$ cat src/rtl/pipe_stage_reg_if.sv
// Valid/ready/data bundle for one side of a pipeline stage.
// The master drives valid and data; the slave drives ready.
interface pipe_stage_reg_if #(
    parameter int DATA_W = 64
);
    logic              valid;
    logic              ready;
    logic [DATA_W-1:0] data;

    modport master (output valid, output data, input ready);
    modport slave  (input valid, input data, output ready);
endinterface

$ cat src/rtl/pipe_stage_reg.sv
// Pipeline stage register with valid/ready handshake, freeze/flush control,
// an optional two-entry skid buffer and a saturating back-pressure counter.
module pipe_stage_reg #(
    parameter int                DATA_W     = 64,
    parameter logic [DATA_W-1:0] RESET_DATA = {DATA_W{1'b0}},
    parameter int                SKID       = 1
) (
    input  logic                    clk,
    input  logic                    rst,
    input  logic                    i_freeze,
    input  logic                    i_flush,
    pipe_stage_reg_if.slave         i_in,
    pipe_stage_reg_if.master        o_out,
    output logic [1:0]              o_occupancy,
    output logic [15:0]             o_stall_cnt
);

    typedef enum logic [1:0] {
        EMPTY = 2'd0,
        ONE   = 2'd1,
        TWO   = 2'd2
    } state_t;

    state_t            r_state;
    state_t            w_state_next;
    logic [DATA_W-1:0] r_main_data;
    logic [DATA_W-1:0] w_main_next;
    logic [DATA_W-1:0] r_skid_data;
    logic [DATA_W-1:0] w_skid_next;
    logic [15:0]       r_stall_cnt;
    logic [15:0]       w_cnt_next;

    logic w_main_valid;
    logic w_skid_valid;
    logic w_in_ready;
    logic w_out_valid;
    logic w_accept;
    logic w_pop;

    // Entry valid bits are implied by the occupancy state.
    assign w_main_valid = (r_state != EMPTY);
    assign w_skid_valid = (r_state == TWO);
    assign w_out_valid  = w_main_valid && !i_freeze && !i_flush;

    generate
        if (SKID != 0) begin : g_skid
            // Registered-only ready: no path from out_ready to in_ready.
            assign w_in_ready = !w_skid_valid && !i_freeze && !i_flush && !rst;
        end else begin : g_noskid
            assign w_in_ready = (!w_main_valid || o_out.ready) && !i_freeze && !i_flush && !rst;
        end
    endgenerate

    assign w_accept = i_in.valid && w_in_ready;
    assign w_pop    = w_out_valid && o_out.ready;

    always_ff @(posedge clk or posedge rst) begin
        if (rst) begin
            r_state     <= EMPTY;
            r_main_data <= RESET_DATA;
            r_skid_data <= RESET_DATA;
            r_stall_cnt <= 16'd0;
        end else begin
            r_state     <= w_state_next;
            r_main_data <= w_main_next;
            r_skid_data <= w_skid_next;
            r_stall_cnt <= w_cnt_next;
        end
    end

    always_comb begin
        w_state_next = r_state;
        w_main_next  = r_main_data;
        w_skid_next  = r_skid_data;
        if (i_flush) begin
            w_state_next = EMPTY;
            w_main_next  = RESET_DATA;
            w_skid_next  = RESET_DATA;
        end else if (!i_freeze) begin
            case (r_state)
                EMPTY: begin
                    if (w_accept) begin
                        w_state_next = ONE;
                        w_main_next  = i_in.data;
                    end
                end
                ONE: begin
                    if (w_accept && w_pop) begin
                        w_main_next = i_in.data;
                    end else if (w_accept) begin
                        // Only reachable with the skid entry present.
                        if (SKID != 0) begin
                            w_state_next = TWO;
                            w_skid_next  = i_in.data;
                        end
                    end else if (w_pop) begin
                        w_state_next = EMPTY;
                    end
                end
                TWO: begin
                    if (w_pop) begin
                        w_state_next = ONE;
                        w_main_next  = r_skid_data;
                    end
                end
                default: begin
                    w_state_next = EMPTY;
                end
            endcase
        end
    end

    always_comb begin
        w_cnt_next = r_stall_cnt;
        if (w_main_valid && !o_out.ready && !i_freeze && !i_flush && (r_stall_cnt != 16'hFFFF)) begin
            w_cnt_next = r_stall_cnt + 16'd1;
        end
    end

    assign i_in.ready   = w_in_ready;
    assign o_out.valid  = w_out_valid;
    assign o_out.data   = r_main_data;
    assign o_occupancy  = r_state;
    assign o_stall_cnt  = r_stall_cnt;

endmodule

$ cat src/flat_wrapper.sv
// flat-port wrapper written by rule: the top's interface ports become plain ports
module pipe_stage_reg_flat 
#(
    parameter int                DATA_W     = 64,
    parameter logic [DATA_W-1:0] RESET_DATA = {DATA_W{1'b0}},
    parameter int                SKID       = 1
)
  (clk, rst, i_freeze, i_flush, o_occupancy, o_stall_cnt, i_in_valid, i_in_data, i_in_ready, o_out_valid, o_out_data, o_out_ready);
  pipe_stage_reg_if #(.DATA_W(DATA_W)) i_in_i ();
  pipe_stage_reg_if #(.DATA_W(DATA_W)) o_out_i ();
  input  logic clk;
  input  logic rst;
  input  logic i_freeze;
  input  logic i_flush;
  output logic [1:0] o_occupancy;
  output logic [15:0] o_stall_cnt;
  input wire logic [$bits(i_in_i.valid)-1:0] i_in_valid;
  input wire logic [$bits(i_in_i.data)-1:0] i_in_data;
  output wire logic [$bits(i_in_i.ready)-1:0] i_in_ready;
  output wire logic [$bits(o_out_i.valid)-1:0] o_out_valid;
  output wire logic [$bits(o_out_i.data)-1:0] o_out_data;
  input wire logic [$bits(o_out_i.ready)-1:0] o_out_ready;
  assign i_in_i.valid = i_in_valid;
  assign i_in_i.data = i_in_data;
  assign i_in_ready = i_in_i.ready;
  assign o_out_valid = o_out_i.valid;
  assign o_out_data = o_out_i.data;
  assign o_out_i.ready = o_out_ready;
  pipe_stage_reg #(.DATA_W(DATA_W), .RESET_DATA(RESET_DATA), .SKID(SKID)) u_core (.clk(clk), .rst(rst), .i_freeze(i_freeze), .i_flush(i_flush), .i_in(i_in_i), .o_out(o_out_i), .o_occupancy(o_occupancy), .o_stall_cnt(o_stall_cnt));
endmodule
$ cat config.mk
export PLATFORM = sky130hd
export DESIGN_NAME = pipe_stage_reg_flat
export DESIGN_NICKNAME = d
export VERILOG_FILES = /design/src/rtl/pipe_stage_reg_if.sv /design/src/rtl/pipe_stage_reg.sv /design/src/flat_wrapper.sv
export SDC_FILE = /design/constraint.sdc
export NUM_CORES = 1
export LEC_CHECK = 0
export ABC_AREA = 0
export BUFFER_PORTS_ARGS = -buffer_cell sky130_fd_sc_hd__buf_2
export CORE_ASPECT_RATIO = 1.1
export CORE_UTILIZATION = 50
export CTS_CLUSTER_DIAMETER = 50
export CTS_CLUSTER_SIZE = 8
export DETAILED_ROUTE_END_ITERATION = 7
export GPL_TIMING_DRIVEN = 0
export PLACE_DENSITY = 0.75
export SYNTH_ARGS = -nofsm -noshare
export SYNTH_HDL_FRONTEND = slang
export SYNTH_SLANG_ARGS = --single-unit
$ cat constraint.sdc
create_clock -name clk -period 10.7 [get_ports clk]
set_input_delay 2.14 -clock clk [delete_from_list [all_inputs] [get_ports clk]]
set_output_delay 2.14 -clock clk [all_outputs]
set_load 0.02 [all_outputs]
==> results of run 1 <==
## registers in the layout (all words and copies together) (netlist names)
signal / count
u_core.o_out.data: 64
u_core.o_stall_cnt: 16
u_core.o_occupancy: 2
u_core.r_skid_data: 64
## layer usage
layer	GRT usage	share of wire
met1	0.284	0.42
met2	0.403	0.51
met3	0.0645	0.055
met4	0.0871	0.016
met5	0	0
## critical path: stages
cell and delay, ps:
buf_2 100, buf_2 230, clkbuf_1 510, clkbuf_1 440, nor3_1 130, buf_2 180
## path summary, 6_finish.rpt
check / startpoint / slack (ps) / to
max: i_flush / 4820 / o_out_valid
min: u_core.o_out.data[49]$_DFFE_PP0P_ / 500 / u_core.o_out.data[49]$_DFFE_PP0P_
max reg2reg: u_core.o_occupancy[0]$_DFFE_PP0P_ / 7920 / u_core.o_out.data[5]$_DFFE_PP0P_
min reg2reg: u_core.o_out.data[49]$_DFFE_PP0P_ / 500 / u_core.o_out.data[49]$_DFFE_PP0P_
max in group asynchronous: rst / 8060 / u_core.o_out.data[32]$_DFFE_PP0P_
min in group asynchronous: rst / 1830 / u_core.o_stall_cnt[5]$_DFFE_PP0P_
## cells in the mapped netlist (2+ instances only)
cell,count,area [um^2]
dfrtp_1,146,3650
and4_1,3,26.3
nor4_2,2,25.0
a221oi_1,2,17.5
o21ai_0,65,325
o21a_1,2,15.0
buf_1,3,11.3
buf_2,18,90.1
a31oi_1,3,18.8
ha_1,5,62.6
mux2_2,65,732
nand2_1,69,259
nand3_1,6,30.0
nor4b_1,2,17.5
nand2b_1,66,413
a21oi_1,4,20.0
nor4_1,2,12.5
clkbuf_1,22,82.6
nor2_1,71,267
and3_1,4,25.0
inv_1,5,18.8
nand4_1,5,31.3
xor2_1,3,26.3
xnor2_1,7,61.3
mux2i_1,64,641
nor3_1,6,30.0
## where the power goes
group	internal, W	switching, W	leakage, nW	total [W]
Sequential	0.000583	0.0000175	1.97	0.000601
Combinational	0.0000737	0.000108	1.77	0.000181
Clock	0.000366	0.000219	0.289	0.000586
## stage by stage
stage          cell area (um^2)  instances  total power [W]
2_1_floorplan              7030        664         0.000723
3_3_place_gp               8040       1005         0.000785
6_report                   8660       1038          0.00137
4_1_cts                    8660       1038          0.00138
3_5_place_dp               8070       1006         0.000793
5_1_grt                    8660       1038          0.00142
## layout by cell type, fill, tap and decap left out, types with 2 or more instances in the layout
master,instances
a21oi_1,4
a221oi_1,2
a31oi_1,3
and3_1,4
and4_1,3
buf_1,3
buf_2,171
bufinv_16,2
clkbuf_1,24
clkbuf_16,17
clkbuf_8,4
clkinv_2,4
clkinvlp_4,2
dfrtp_1,146
ha_1,5
inv_1,4
mux2_2,65
mux2i_1,64
nand2_1,69
nand2b_1,66
nand3_1,6
nand4_1,5
nor2_1,71
nor3_1,6
nor4_1,2
nor4_2,2
nor4b_1,2
o21a_1,2
o21ai_0,65
xnor2_1,7
xor2_1,3
## cells by family (layout without fill, tap and decap cells)
family                     after synthesis  count (layout)  synth area share
and+or+nand+nor                        241             241             0.168
adders and majority gates                5               5           0.00889
xor gates and xnor gates                10              10            0.0125
buffers and inverters                   50             236            0.0315
DFF                                    146             146             0.519
muxes                                  129             129             0.195
AOI/OAI and AO/OA                       83              83            0.0647
## layout make-up
class / count / area share
repair buffers: 154 / 0.0916
plain buffers: 45 / 0.0234
clock inverters: 9 / 0.0120
flip-flops and latches: 146 / 0.422
clock buffers: 23 / 0.0564
inverters: 5 / 0.00275
well taps: 188 / 0.0272
multi-input cells: 468 / 0.365
==> metrics.yaml, run 1 <==
routed_wl_mm: 16.3
cp-end-kind: "primary output"
syn_nets: 739
postRouteAntennaNets: 0
post_cts_resized: 0
cts.htree.levels: 4
grt_pass1_wl_mm: 26.6
nFillCells: 1149
rows: 45
period_share: 0.550
grt_antenna_before_repair: 0
synth-async-reset-ratio: 1.00
multi_input_area_mm2: 0.00316
cp_data_arrival_time_ps: 3740
drtIter0Drc: 261
die_area_mm2: 0.0145
hp-class: "reg2reg"
cts_root_buffer: "clkbuf_16"
dp_slack_ps: 4780
path_clk_slew_ps: 60
gp_congestion: 0.827
hold_viol: 0
syn_to_final_growth_pct: 23.1
avgSynthCellArea_um2: 10.6
setup_violations: 0
postCtsHoldBufs: 0
die_x_um: 115
rsz0062_at_grt: "no"
yosys_warnings: 0
dr_total_vias: 5504
overflow: 0
slew_violations: 0
tns_ps: 0
fin_util: 0.628
clockBufferDepth: 2
ir_drop_mv: 0.0920
diodes: 0
firstDrtPassIters: 4
first_global_vias: 5623
drive_gt1_frac: 0.325
cellPowerDensity_mw_per_mm2: 158
synth_cell_types: 40
synthesis.area_mm2: 0.00703
viasPerCell: 5.30
cap_violations: 0
coreArea_mm2: 0.0138
numPortBuffers: 153
worst_ep_required_time_ps: 8560
hpwl_mm: 11.5
start_util: 0.510
startpoint_type: "input pin"
cts_setup_buffers: 0
p_leak_nw: 4.03
nets: 912
grt_max_degree: 83
min_period_ps: 5880
ys_seq_area_frac: 0.519
min_path_cells: 1
clkSinkCount: 146
fp.dieH_um: 126
final-seq-area_mm2: 0.00365
synthCells: 664
clkLatencyLatePin_ps: 420
hold_ws_ps: 497
synth-seq-cells: 146
wl_per_cell_um: 15.7
drc: 0
path_max_fanout: 10
cts_buffers: 17
r2r_cells: 8
worst_pin_slew_ps: 781
ios: 154
globalRouteTotalUtil: 0.236
critPathKind: "in2out"
tritoncts: "yes"
finalClockSkew_ps: 9.31
status: "finished clean"
synth_flop_cell: "dfrtp_1"
slew_headroom: 0.478
worst_slack_ps: 4820
synth_edf_count: 0
fmax_ghz: 0.170
No activity file was read; power rests on OpenSTA's default activity.
==> run 2: changes to the inputs <==
--- a/config.mk
+++ b/config.mk
@@ -8,12 +8,12 @@
 export ABC_AREA = 0
 export BUFFER_PORTS_ARGS = -buffer_cell sky130_fd_sc_hd__buf_2
 export CORE_ASPECT_RATIO = 1.1
-export CORE_UTILIZATION = 50
+export CORE_UTILIZATION = 49
 export CTS_CLUSTER_DIAMETER = 50
 export CTS_CLUSTER_SIZE = 8
 export DETAILED_ROUTE_END_ITERATION = 7
 export GPL_TIMING_DRIVEN = 0
-export PLACE_DENSITY = 0.75
+export PLACE_DENSITY = 0.77
 export SYNTH_ARGS = -nofsm -noshare
 export SYNTH_HDL_FRONTEND = slang
 export SYNTH_SLANG_ARGS = --single-unit
==> constraint.sdc (replaced) <==
create_clock -name clk -period 5 [get_ports clk]
set_input_delay 1 -clock clk [delete_from_list [all_inputs] [get_ports clk]]
set_output_delay 1 -clock clk [all_outputs]
set_load 0.02 [all_outputs]
==> metrics.yaml, run 2 (synthesis gave the netlist of run 1 again) <==
hpwl_mm: 11.1  # -3.9%
rsz0062_at_grt: "no"
syn_to_final_growth_pct: 23.8
grt_max_degree: 89  # +7.2%
worst_ep_required_time_ps: 4000  # -4560 ps
ios: 154  # unchanged
fin_util: 0.626  # -0.00148
nets: 912  # unchanged
finalClockSkew_ps: 6.05  # -3.26 ps
drc: 0  # unchanged
fmax_ghz: 0.276
reg2reg_slack_ps: 2210  # -5710 ps
clkSinkCount: 146  # unchanged
min_period_ps: 3630
cts.htree.levels: 4  # unchanged
routed_wl_mm: 16.2  # -0.25%
grt_antenna_before_repair: 3  # +3
setup_violations: 0  # unchanged
coreArea_mm2: 0.0139  # +0.82%
postRouteAntennaNets: 0  # unchanged
critPathKind: "in2out"
timing.rr.end: "u_core.o_out.data[40]$_DFFE_PP0P_"
firstDrtPassIters: 5  # +1
rows: 45  # unchanged
tritoncts: "yes"
post_cts_resized: 0  # unchanged
dr_total_vias: 5456  # -0.87%
r2r_cells: 8  # unchanged
period_share: 0.725
place_area_mm2: 0.00807  # unchanged
viasPerCell: 5.25  # -0.97%
cellPowerDensity_mw_per_mm2: 350  # +120%
first_global_vias: 5220  # -7.2%
nFillCells: 1214  # +5.7%
hold_viol: 0  # unchanged
min_path_cells: 1  # unchanged
clockBufferDepth: 2  # unchanged
slew_headroom: 0.468  # -0.0103
cp_data_arrival_time_ps: 2630  # -1110 ps
die_area_mm2: 0.0148  # +2.0%
stdcell_area_mm2: 0.00871  # +0.58%
hp-class: "reg2reg"
slew_violations: 0  # unchanged
ir_drop_mv: 0.214  # +130%
cp-end-kind: "primary output"
drtIter0Drc: 319  # +22%
gp_congestion: 0.770  # -6.9%
hold_end: "u_core.o_stall_cnt[12]$_DFFE_PP0P_"
globalRouteTotalUtil: 0.227  # -0.00891
clkLatencyLatePin_ps: 420  # about the same
layout_commonest_cell: "buf_2"
cts_setup_buffers: 0  # unchanged
cts_root_buffer: "clkbuf_16"
p_leak_nw: 4.05  # +0.60%
worst_pin_slew_ps: 796  # +15.4 ps
fp.dieH_um: 128  # +1.0%
die_x_um: 116  # +1.0%
regToRegStartpoint: "u_core.o_occupancy[0]$_DFFE_PP0P_"
startpoint_type: "input pin"
status: "finished clean"
final_cell_mix: "buf_2 (171), dfrtp_1 (146), nor2_1 (71)"
grt_pass1_wl_mm: 25.9  # -2.8%
postCtsHoldBufs: 0  # unchanged
start_util: 0.506  # -0.00413
drive_gt1_frac: 0.325  # unchanged
numPortBuffers: 153  # unchanged
path_max_fanout: 10  # unchanged
hold_start: "u_core.o_stall_cnt[12]$_DFFE_PP0P_"
overflow: 0  # unchanged
wl_per_cell_um: 15.6  # -0.35%
path_clk_slew_ps: 60  # about the same
cts_buffers: 17  # unchanged
cap_violations: 0  # unchanged
[run 2: cell types whose count changed in the layout (fill, tap and decap cells not counted)]
cell,change
bufinv_16,+2
clkinv_2,-1
clkinvlp_4,-1
diode_2,+1
[run 2: how the worst max path moves through the flow]
stage / start / to / slack (ps) / cells past startpoint
2_1_floorplan: rst / u_core.o_occupancy[0]$_DFFE_PP0P_ / 80 / 1
3_3_place_gp: rst / u_core.o_out.data[22]$_DFFE_PP0P_ / -1750 / 2
3_5_place_dp: i_flush / o_out_valid / 1320 / 6
4_1_cts: i_flush / o_out_valid / 1310 / 6
5_1_grt: i_flush / o_out_valid / 1270 / 6
6_report: i_flush / o_out_valid / 1370 / 6
[run 2: cell type report]
class / count / area [um^2] / area share
Sequential cell: 146 / 3650 / 0.419
Multi-Input combinational cell: 468 / 3160 / 0.363
Timing Repair Buffer: 154 / 793 / 0.0911
Clock buffer: 23 / 488 / 0.0560
Tap cell: 188 / 235 / 0.0270
Buffer: 45 / 203 / 0.0233
Clock inverter: 9 / 151 / 0.0174
Inverter: 5 / 23.8 / 0.00273
Antenna cell: 1 / 2.50 / 0.000287
[run 2: through the flow]
stage,total power [W],hold slack [ps],setup slack [ps],TNS [ps],std cells
2_1_floorplan,0.00155,515,77.0,0,664
3_3_place_gp,0.00169,481,-1750,-254220,1005
3_5_place_dp,0.00170,489,1320,0,1006
4_1_cts,0.00307,499,1310,0,1038
5_1_grt,0.00316,509,1270,0,1039
6_report,0.00305,489,1370,0,1039
[run 2: critical path, stage by stage]
cell	delay [ps]
buf_2	100
buf_2	240
clkbuf_1	530
clkbuf_1	440
nor3_1	120
buf_2	180
[run 2: per-layer routing]
metal | part of all wire | routed length, um | GRT usage | vias to the layer above
met5 | 0.00049 | 8 | 0 | -
met4 | 0.015 | 244 | 0.0822 | 2
met3 | 0.058 | 942 | 0.0662 | 23
met2 | 0.47 | 7680 | 0.354 | 150
met1 | 0.45 | 7370 | 0.299 | 2670
li1 | - | - | - | 2611
[run 2: report_power, final]
group	internal (W)	switching [W]
logic	0.000158	0.000229
clock network	0.000887	0.000490
registers	0.00125	0.0000366
